==> src/rtl/mesh_pkg.sv <==
// mesh_pkg: shared arbiter state encoding, mesh port indices and index-width helper
package mesh_pkg;
    typedef enum logic {IDLE, LOCKED} state_t;
    localparam int PE = 0;
    localparam int N = 1;
    localparam int S = 2;
    localparam int E = 3;
    localparam int W = 4;
    function automatic int idx_w(input int n);
        return n > 1 ? $clog2(n) : 1;
    endfunction
endpackage

==> src/rtl/mesh_port_arbiter_if.sv <==
// mesh_port_arbiter_if: requester-side and output-side flit handshakes of one mesh port
interface mesh_port_arbiter_if
    import mesh_pkg::*;
#(
    parameter int WIDTH = 10,
    parameter int NUM_REQ = 5
);
    localparam int SRC_W = idx_w(NUM_REQ);
    logic [NUM_REQ-1:0] req_valid;
    logic [NUM_REQ-1:0] req_ready;
    logic [NUM_REQ-1:0][WIDTH-1:0] req_data;
    logic out_valid;
    logic out_ready;
    logic [WIDTH-1:0] out_data;
    logic [SRC_W-1:0] out_src;
    modport master (
        output req_valid, req_data, out_ready,
        input req_ready, out_valid, out_data, out_src
    );
    modport slave (
        input req_valid, req_data, out_ready,
        output req_ready, out_valid, out_data, out_src
    );
endinterface

==> src/rtl/rr_pick.sv <==
// rr_pick: first set request at or after ptr, wrapping, as one-hot grant plus index
module rr_pick #(
    parameter int NUM_REQ = 5,
    parameter int IDX_W = 3
) (
    input logic [NUM_REQ-1:0] req,
    input logic [IDX_W-1:0] ptr,
    output logic [NUM_REQ-1:0] gnt,
    output logic [IDX_W-1:0] idx
);
    int j;
    always_comb begin
        gnt = '0;
        idx = '0;
        j = 0;
        // scan farthest-first so the nearest request at or after ptr is the last write
        for (int k = NUM_REQ - 1; k >= 0; k--) begin
            j = int'(ptr) + k;
            j = j >= NUM_REQ ? j - NUM_REQ : j;
            if (req[j]) begin
                gnt = NUM_REQ'(1) << j;
                idx = IDX_W'(j);
            end
        end
    end
endmodule

==> src/rtl/mesh_port_arbiter.sv <==
// mesh_port_arbiter: packet-locked round-robin arbiter feeding a one-entry output register
module mesh_port_arbiter
    import mesh_pkg::*;
#(
    parameter int WIDTH = 10,
    parameter int NUM_REQ = 5,
    parameter int TAIL_BIT = WIDTH - 1
) (
    input logic clk,
    input logic rst_n,
    mesh_port_arbiter_if.slave bus
);
    localparam int IDX_W = idx_w(NUM_REQ);
    state_t state_q, state_d;
    logic [IDX_W-1:0] lock_q, lock_d, rr_q, rr_d, gnt_idx, out_src_q;
    logic [NUM_REQ-1:0] elig, gnt;
    logic [WIDTH-1:0] sel, out_data_q;
    logic out_valid_q, free, xfer, tail;
    assign free = !out_valid_q || bus.out_ready;
    // while locked only the packet owner may compete, valid or not
    assign elig = state_q == LOCKED ? bus.req_valid & (NUM_REQ'(1) << lock_q) : bus.req_valid;
    rr_pick #(.NUM_REQ(NUM_REQ), .IDX_W(IDX_W)) u_pick (
        .req(elig),
        .ptr(rr_q),
        .gnt(gnt),
        .idx(gnt_idx)
    );
    assign bus.req_ready = (free && rst_n) ? gnt : '0;
    assign xfer = |bus.req_ready;
    assign sel = bus.req_data[gnt_idx];
    assign tail = sel[TAIL_BIT];
    assign bus.out_valid = out_valid_q;
    assign bus.out_data = out_data_q;
    assign bus.out_src = out_src_q;
    always_comb begin
        state_d = state_q;
        lock_d = lock_q;
        rr_d = rr_q;
        if (xfer) begin
            state_d = tail ? IDLE : LOCKED;
            lock_d = tail ? lock_q : gnt_idx;
            rr_d = tail ? (gnt_idx == IDX_W'(NUM_REQ - 1) ? '0 : gnt_idx + 1'b1) : rr_q;
        end
    end
    always_ff @(posedge clk or negedge rst_n) begin
        if (!rst_n) begin
            state_q <= IDLE;
            lock_q <= '0;
            rr_q <= '0;
        end else begin
            state_q <= state_d;
            lock_q <= lock_d;
            rr_q <= rr_d;
        end
    end
    always_ff @(posedge clk or negedge rst_n) begin
        if (!rst_n) begin
            out_valid_q <= 1'b0;
            out_data_q <= '0;
            out_src_q <= '0;
        end else if (xfer) begin
            out_valid_q <= 1'b1;
            out_data_q <= sel;
            out_src_q <= gnt_idx;
        end else if (bus.out_ready) begin
            out_valid_q <= 1'b0;
        end
    end
endmodule

==> src/flat_wrapper.sv <==
// flat-port wrapper written by rule: the top's interface ports become plain ports
module mesh_port_arbiter_flat import mesh_pkg::*;
#(
    parameter int WIDTH = 10,
    parameter int NUM_REQ = 5,
    parameter int TAIL_BIT = WIDTH - 1
)
  (clk, rst_n, bus_req_valid, bus_req_data, bus_out_ready, bus_req_ready, bus_out_valid, bus_out_data, bus_out_src);
  mesh_port_arbiter_if #(.WIDTH(WIDTH), .NUM_REQ(NUM_REQ)) bus_i ();
  input logic clk;
  input logic rst_n;
  input wire logic [$bits(bus_i.req_valid)-1:0] bus_req_valid;
  input wire logic [$bits(bus_i.req_data)-1:0] bus_req_data;
  input wire logic [$bits(bus_i.out_ready)-1:0] bus_out_ready;
  output wire logic [$bits(bus_i.req_ready)-1:0] bus_req_ready;
  output wire logic [$bits(bus_i.out_valid)-1:0] bus_out_valid;
  output wire logic [$bits(bus_i.out_data)-1:0] bus_out_data;
  output wire logic [$bits(bus_i.out_src)-1:0] bus_out_src;
  assign bus_i.req_valid = bus_req_valid;
  assign bus_i.req_data = bus_req_data;
  assign bus_i.out_ready = bus_out_ready;
  assign bus_req_ready = bus_i.req_ready;
  assign bus_out_valid = bus_i.out_valid;
  assign bus_out_data = bus_i.out_data;
  assign bus_out_src = bus_i.out_src;
  mesh_port_arbiter #(.WIDTH(WIDTH), .NUM_REQ(NUM_REQ), .TAIL_BIT(TAIL_BIT)) u_core (.clk(clk), .rst_n(rst_n), .bus(bus_i));
endmodule
==> config.mk <==
export PLATFORM = sky130hd
export DESIGN_NAME = mesh_port_arbiter_flat
export DESIGN_NICKNAME = d
export VERILOG_FILES = /design/src/rtl/mesh_pkg.sv /design/src/rtl/mesh_port_arbiter_if.sv /design/src/rtl/rr_pick.sv /design/src/rtl/mesh_port_arbiter.sv /design/src/flat_wrapper.sv
export SDC_FILE = /design/constraint.sdc
export NUM_CORES = 1
export LEC_CHECK = 0
export ABC_AREA = 1
export CAP_MARGIN = 20
export CORE_MARGIN = 8
export CORE_UTILIZATION = 54
export DETAILED_ROUTE_END_ITERATION = 7
export GPL_ROUTABILITY_DRIVEN = 0
export PLACE_DENSITY_LB_ADDON = 0.05
export SLEW_MARGIN = 25
export SYNTH_ARGS = -nofsm -noshare
export SYNTH_HDL_FRONTEND = slang
export SYNTH_SLANG_ARGS = --single-unit
==> constraint.sdc <==
create_clock -name clk -period 6.22 [get_ports clk]
set_input_delay 1.244 -clock clk [delete_from_list [all_inputs] [get_ports clk]]
set_output_delay 1.244 -clock clk [all_outputs]
set_load 0.03 [all_outputs]
# After elaboration in Yosys (flattened, before gate mapping)
# Index checks and enable logic that the tools add are counted.
# totals
regBits	21
inputBits	58
out_inout_bits	19
word_cells	81
# op_classes
n_addsub	10
magnitude_cmp	11
n_eq_ne	1
n_shift	6
muxes	38
bitwise	2
reduce_logical	7
# ops
operator	n
32-bit by 5-bit less-than comparator with 1-bit output, second input constant	5
32-bit two-way mux	5
1-bit by 32-bit << shifter with 5-bit output, first input constant	5
5-bit two-way mux	7
32-bit by 4-bit >= comparator with 1-bit output, second input constant	1
32-bit by 4-bit subtractor with 32-bit output, second input constant	1
10-bit binary-select mux with 3-bit select	1
3-bit two-way mux	6
1-bit binary-select mux with 3-bit select	5
4-bit by 3-bit subtractor with 5-bit output, second input constant	3
1-bit two-way mux	13
4-bit by 3-bit >= comparator with 1-bit output, second input constant	3
10-bit two-way mux	1
3-bit by 2-bit adder with 4-bit output, second input constant	2
5-bit bitwise AND	1
5-bit OR reduction	1
1-bit by 3-bit << shifter with 5-bit output, first input constant	1
3-bit by 1-bit adder with 4-bit output, second input constant	1
3-bit by 3-bit adder with 4-bit output, second input constant	1
3-bit by 4-bit less-than comparator with 1-bit output, second input constant	1
2-bit AND reduction	2
3-bit by 3-bit subtractor with 4-bit output, second input constant	1
3-bit by 1-bit adder with 3-bit output, second input constant	1
3-bit == test, second input constant	1
6 further kinds	6

# Logic depth before layout (Yosys ltp)
# logic_depth
depth_word	15
mapped_depth	25
ltp_nobuf	24

# By module
# A second synthesis with hierarchy kept.
# hier_totals
hier_cells	536
area_unflattened_um2	3011.6
# by_module_without_submodules
mod	instances	cells_each	area_each_um2	seq_area_each_um2
rr_pick	1	306	1535.2	0.0
mesh_port_arbiter	1	230	1476.4	525.5

# Least setup slack after synthesis
# Ideal clock, no wire load.
# synth_timing
path_kind	register to output
from	register u_core.rr_q[1]
to	output port bus_req_ready[3]
t_arrival_ns	2.856
required_time_ns	4.976
path_slack_ns	2.120
path_stages_with_launch	20
n_path_buf	0
cell_sequence	dfrtp_1 -> inv_1 -> ha_1 -> inv_1 -> ha_1 -> nor2_1 -> nor2_4 -> o21ai_2 -> inv_2 -> a21oi_1 -> o21ai_1 -> nand2_1 -> nand2_1 -> nand2_2 -> inv_2 -> nor2_2 -> nand4_1 -> nand2_1 -> nand2_2 -> inv_1
# synth_via
elab_chain_len	12
word_cells_on_any_way	45
cone_classes	add/sub: 9; order compare: 5; shift: 5; mux: 26
# synth_rtl
item	line	text
from (decl)	mesh_port_arbiter.sv:15	logic [IDX_W-1:0] lock_q, lock_d, rr_q, rr_d, gnt_idx, out_src_q;
from (signal assigned)	mesh_port_arbiter.sv:53	rr_q <= rr_d;
3-bit by 3-bit adder with 4-bit output	rr_pick.sv:18	j = int'(ptr) + k;
32-bit by 4-bit subtractor with 32-bit output or 32-bit by 4-bit >= comparator with 1-bit output (tied branches)	rr_pick.sv:19	j = j >= NUM_REQ ? j - NUM_REQ : j;
32-bit two-way mux	rr_pick.sv:19	
1-bit binary-select mux with 3-bit select	rr_pick.sv:20	if (req[j]) begin
1-bit two-way mux (implied by the code) (2 in series)	rr_pick.sv:20	
5-bit two-way mux (4 in series)	rr_pick.sv:20	
5-bit two-way mux *	rr_pick.sv:20	
5-bit two-way mux *	mesh_port_arbiter.sv:28	assign bus.req_ready = (free && rst_n) ? gnt : '0;
to (decl)	flat_wrapper.sv:15	output wire logic [$bits(bus_i.req_ready)-1:0] bus_req_ready;
# Every way passes the cells marked *; elsewhere a longest branch is shown, timed or not. The select of a mux whose other input is x is not followed.

# Worst setup path in the final report
# Same ends and word-level chain as after synthesis.

==> reports/metrics.yaml <==
maxCapViolCount: 0
synth_top_area_share_pct: 24.6
yosysSeqAreaShare_pct: 16.7
netlist_instances: 542
tightest_slew_ns: 0.812
drt_iter0_markers: 234
antenna_found_initial: 0
cp.arrival_ns: 4.27
hold_class: "flip-flop to flip-flop"
postRouteWirelength_um: 10100
clk_latency_ns: 0.26
cts_tree: "yes"
synth_area_um2: 3150
status: "complete, no violations"
final_nets: 686
core_um2: 5780
synth_cell_types: 35
grt_overflow: 0
rsz0062_at_grt: "false"
cts_buffer_depth: 2
grt_pass1_wl_um: 16600
cts_hold_buf: 0
seq_area_um2: 526
synth_simple_gate_area_share_pct: 57.1
dp_hpwl_um: 8070
syn_nets: 618
n_fill_cell: 562
synth_xor_xnor_area_share_pct: 1.39
final_common_cell: "nand2_1"
synth_seq_cells: 21
synth_top_cell_by_area: "nand2_1"
synth_adder_area_share_pct: 7.39
grt_pass1_vias: 3721
grt_max_degree: 27
numCtsBuffers: 3
postCtsSetupRepairBufs: 0
drive_above_1_share_pct: 8.70
area_growth_pct: 25.9
vias: 3853
cts.clk_slew.worst_paths_ns: 0.08
worst-path-max-fanout: 9
syn_avg_cell_area_um2: 5.81
skew_ns: 0.00281
die_w_um: 92.4
layout_min_cycle_time_ns: 5.51
routed_via_density: 5.63
maxSlewHeadroom_pct: 45.7
synth-compound-area-share_pct: 7.79
drt_pass1_iterations: 5
drc: 0
diodes: 0
num_io_pins: 77
cp-end-kind: "primary output"
cts_resized: 0
critPathLaunchType: "flip-flop"
htreeDepth: 1
dieArea_um2: 8530
grt_usage_pct: 23.1
hold_violations: 0
cp.required_ns: 4.98
ctsRootBufferMaster: "clkbuf_8"
whs_ns: 0.479
setup_viol: 0
synth_area_leaders: "nand2_1 (25%), dfrtp_1 (17%), nand3_1 (17%)"
worstSetupPathType: "flip-flop to primary output"
multi_input_area_um2: 2320
maxSlewViolCount: 0
detail_route.wl_per_cell_um: 14.8
ant_nets: 0
initial_utilization_pct: 54.5
rows: 28
synth.area.mux_share_pct: 0
post-route-period-util_pct: 88.6
final_cell_mix: "nand2_1 (206), nand3_1 (104), clkdlybuf4s50_1 (76), inv_1 (44), nor2_1 (30)"
fmax_mhz: 181
die_y_um: 92.4
cts.sinks: 21
tns_ns: 0
synth_warnings: 0
io_buffers: 76
synth_top_family_by_area: "simple AND/OR/NAND/NOR gates"
==> final cells by class <==
class                           count  area share, %
Multi-Input combinational cell    452           58.6
Timing Repair Buffer               77           19.4
Sequential cell                    21           13.3
Inverter                           55           5.27
Tap cell                           75           2.37
Clock buffer                        3           1.04
Clock inverter                      1          0.126
==> cells by family after synthesis <==
group	Yosys count
compound gates	42
simple gates	390
fa+ha+maj	18
buf+inv	69
xor+xnor	2
flops	21
==> cells in the mapped netlist (all sizes together) <==
cell type,instances
o21ai,25
clkbuf,1
nand2,215
a21oi,13
nand3,111
o31ai,1
buf,13
fa,1
ha,17
o21bai,2
nand3b,2
nor4,2
xor2,2
o22ai,1
nor2,39
nand4,15
inv,55
or2,2
nor3,4
dfrtp,21
==> path summary, 6_finish.rpt <==
| path | from | endpoint | slack, ns | depth (start not counted) |
|---|---|---|---|---|
| min in group asynchronous | rst_n | u_core.bus.out_src[1]$_DFFE_PN0P_ | 1.33 | 2 |
| setup reg to reg | u_core.rr_q[1]$_DFFE_PN0P_ | u_core.rr_q[2]$_DFFE_PN0P_ | 1.23 | 21 |
| max in group asynchronous | rst_n | u_core.rr_q[1]$_DFFE_PN0P_ | 4.67 | 2 |
| hold reg to reg | u_core.bus.out_src[2]$_DFFE_PN0P_ | u_core.bus.out_src[2]$_DFFE_PN0P_ | 0.48 | 2 |
| hold / removal | u_core.bus.out_src[2]$_DFFE_PN0P_ | u_core.bus.out_src[2]$_DFFE_PN0P_ | 0.48 | 2 |
| setup / recovery | u_core.rr_q[1]$_DFFE_PN0P_ | bus_req_ready[3] | 0.71 | 20 |
==> through the flow <==
stage                     utilization [%]  area (µm²)  instances  setup WS (ns)
after floorplan                         -        3150        542           2.12
after detailed placement             67.7        3920        680           1.05
after global placement               67.7        3920        680           1.20
after CTS                            68.5        3960        684          0.763
final                                68.6        3970        684          0.707
after global routing                 68.6        3970        684          0.365
==> per-layer routing <==
| layer | share of wire, % | global-route usage [%] | up-vias | wire length (µm) |
|---|---|---|---|---|
| met1 | 38 | 24.8 | 1751 | 3880 |
| met2 | 50 | 41.8 | 165 | 5090 |
| met5 | 0 | 0 | - | 0 |
| li1 | - | - | 1905 | - |
| met4 | 4.0 | 11.4 | 0 | 408 |
| met3 | 7.5 | 5.34 | 32 | 765 |
==> registers in the layout, indices dropped and copies added, names as in the netlist <==
name                  cells
u_core.state_q            1
u_core.lock_q             3
u_core.bus.out_valid      1
u_core.rr_q               3
u_core.bus.out_src        3
u_core.bus.out_data      10
==> critical path, stage by stage (launching register included) <==
cell	delay, ns
dfrtp_1	0.52
inv_1	0.37
ha_1	0.33
inv_1	0.10
ha_1	0.23
nor2_1	0.23
nor2_4	0.08
o21ai_2	0.25
inv_2	0.10
a21oi_1	0.13
o21ai_1	0.08
nand2_1	0.07
nand2_1	0.10
nand2_2	0.19
inv_2	0.09
nor2_2	0.13
nand4_1	0.09
nand2_1	0.11
nand2_2	0.08
inv_1	0.06
clkdlybuf4s50_1	0.66
Power is not shown: default switching activity piles up to over one toggle a cycle in this logic, so the estimate is an artifact.
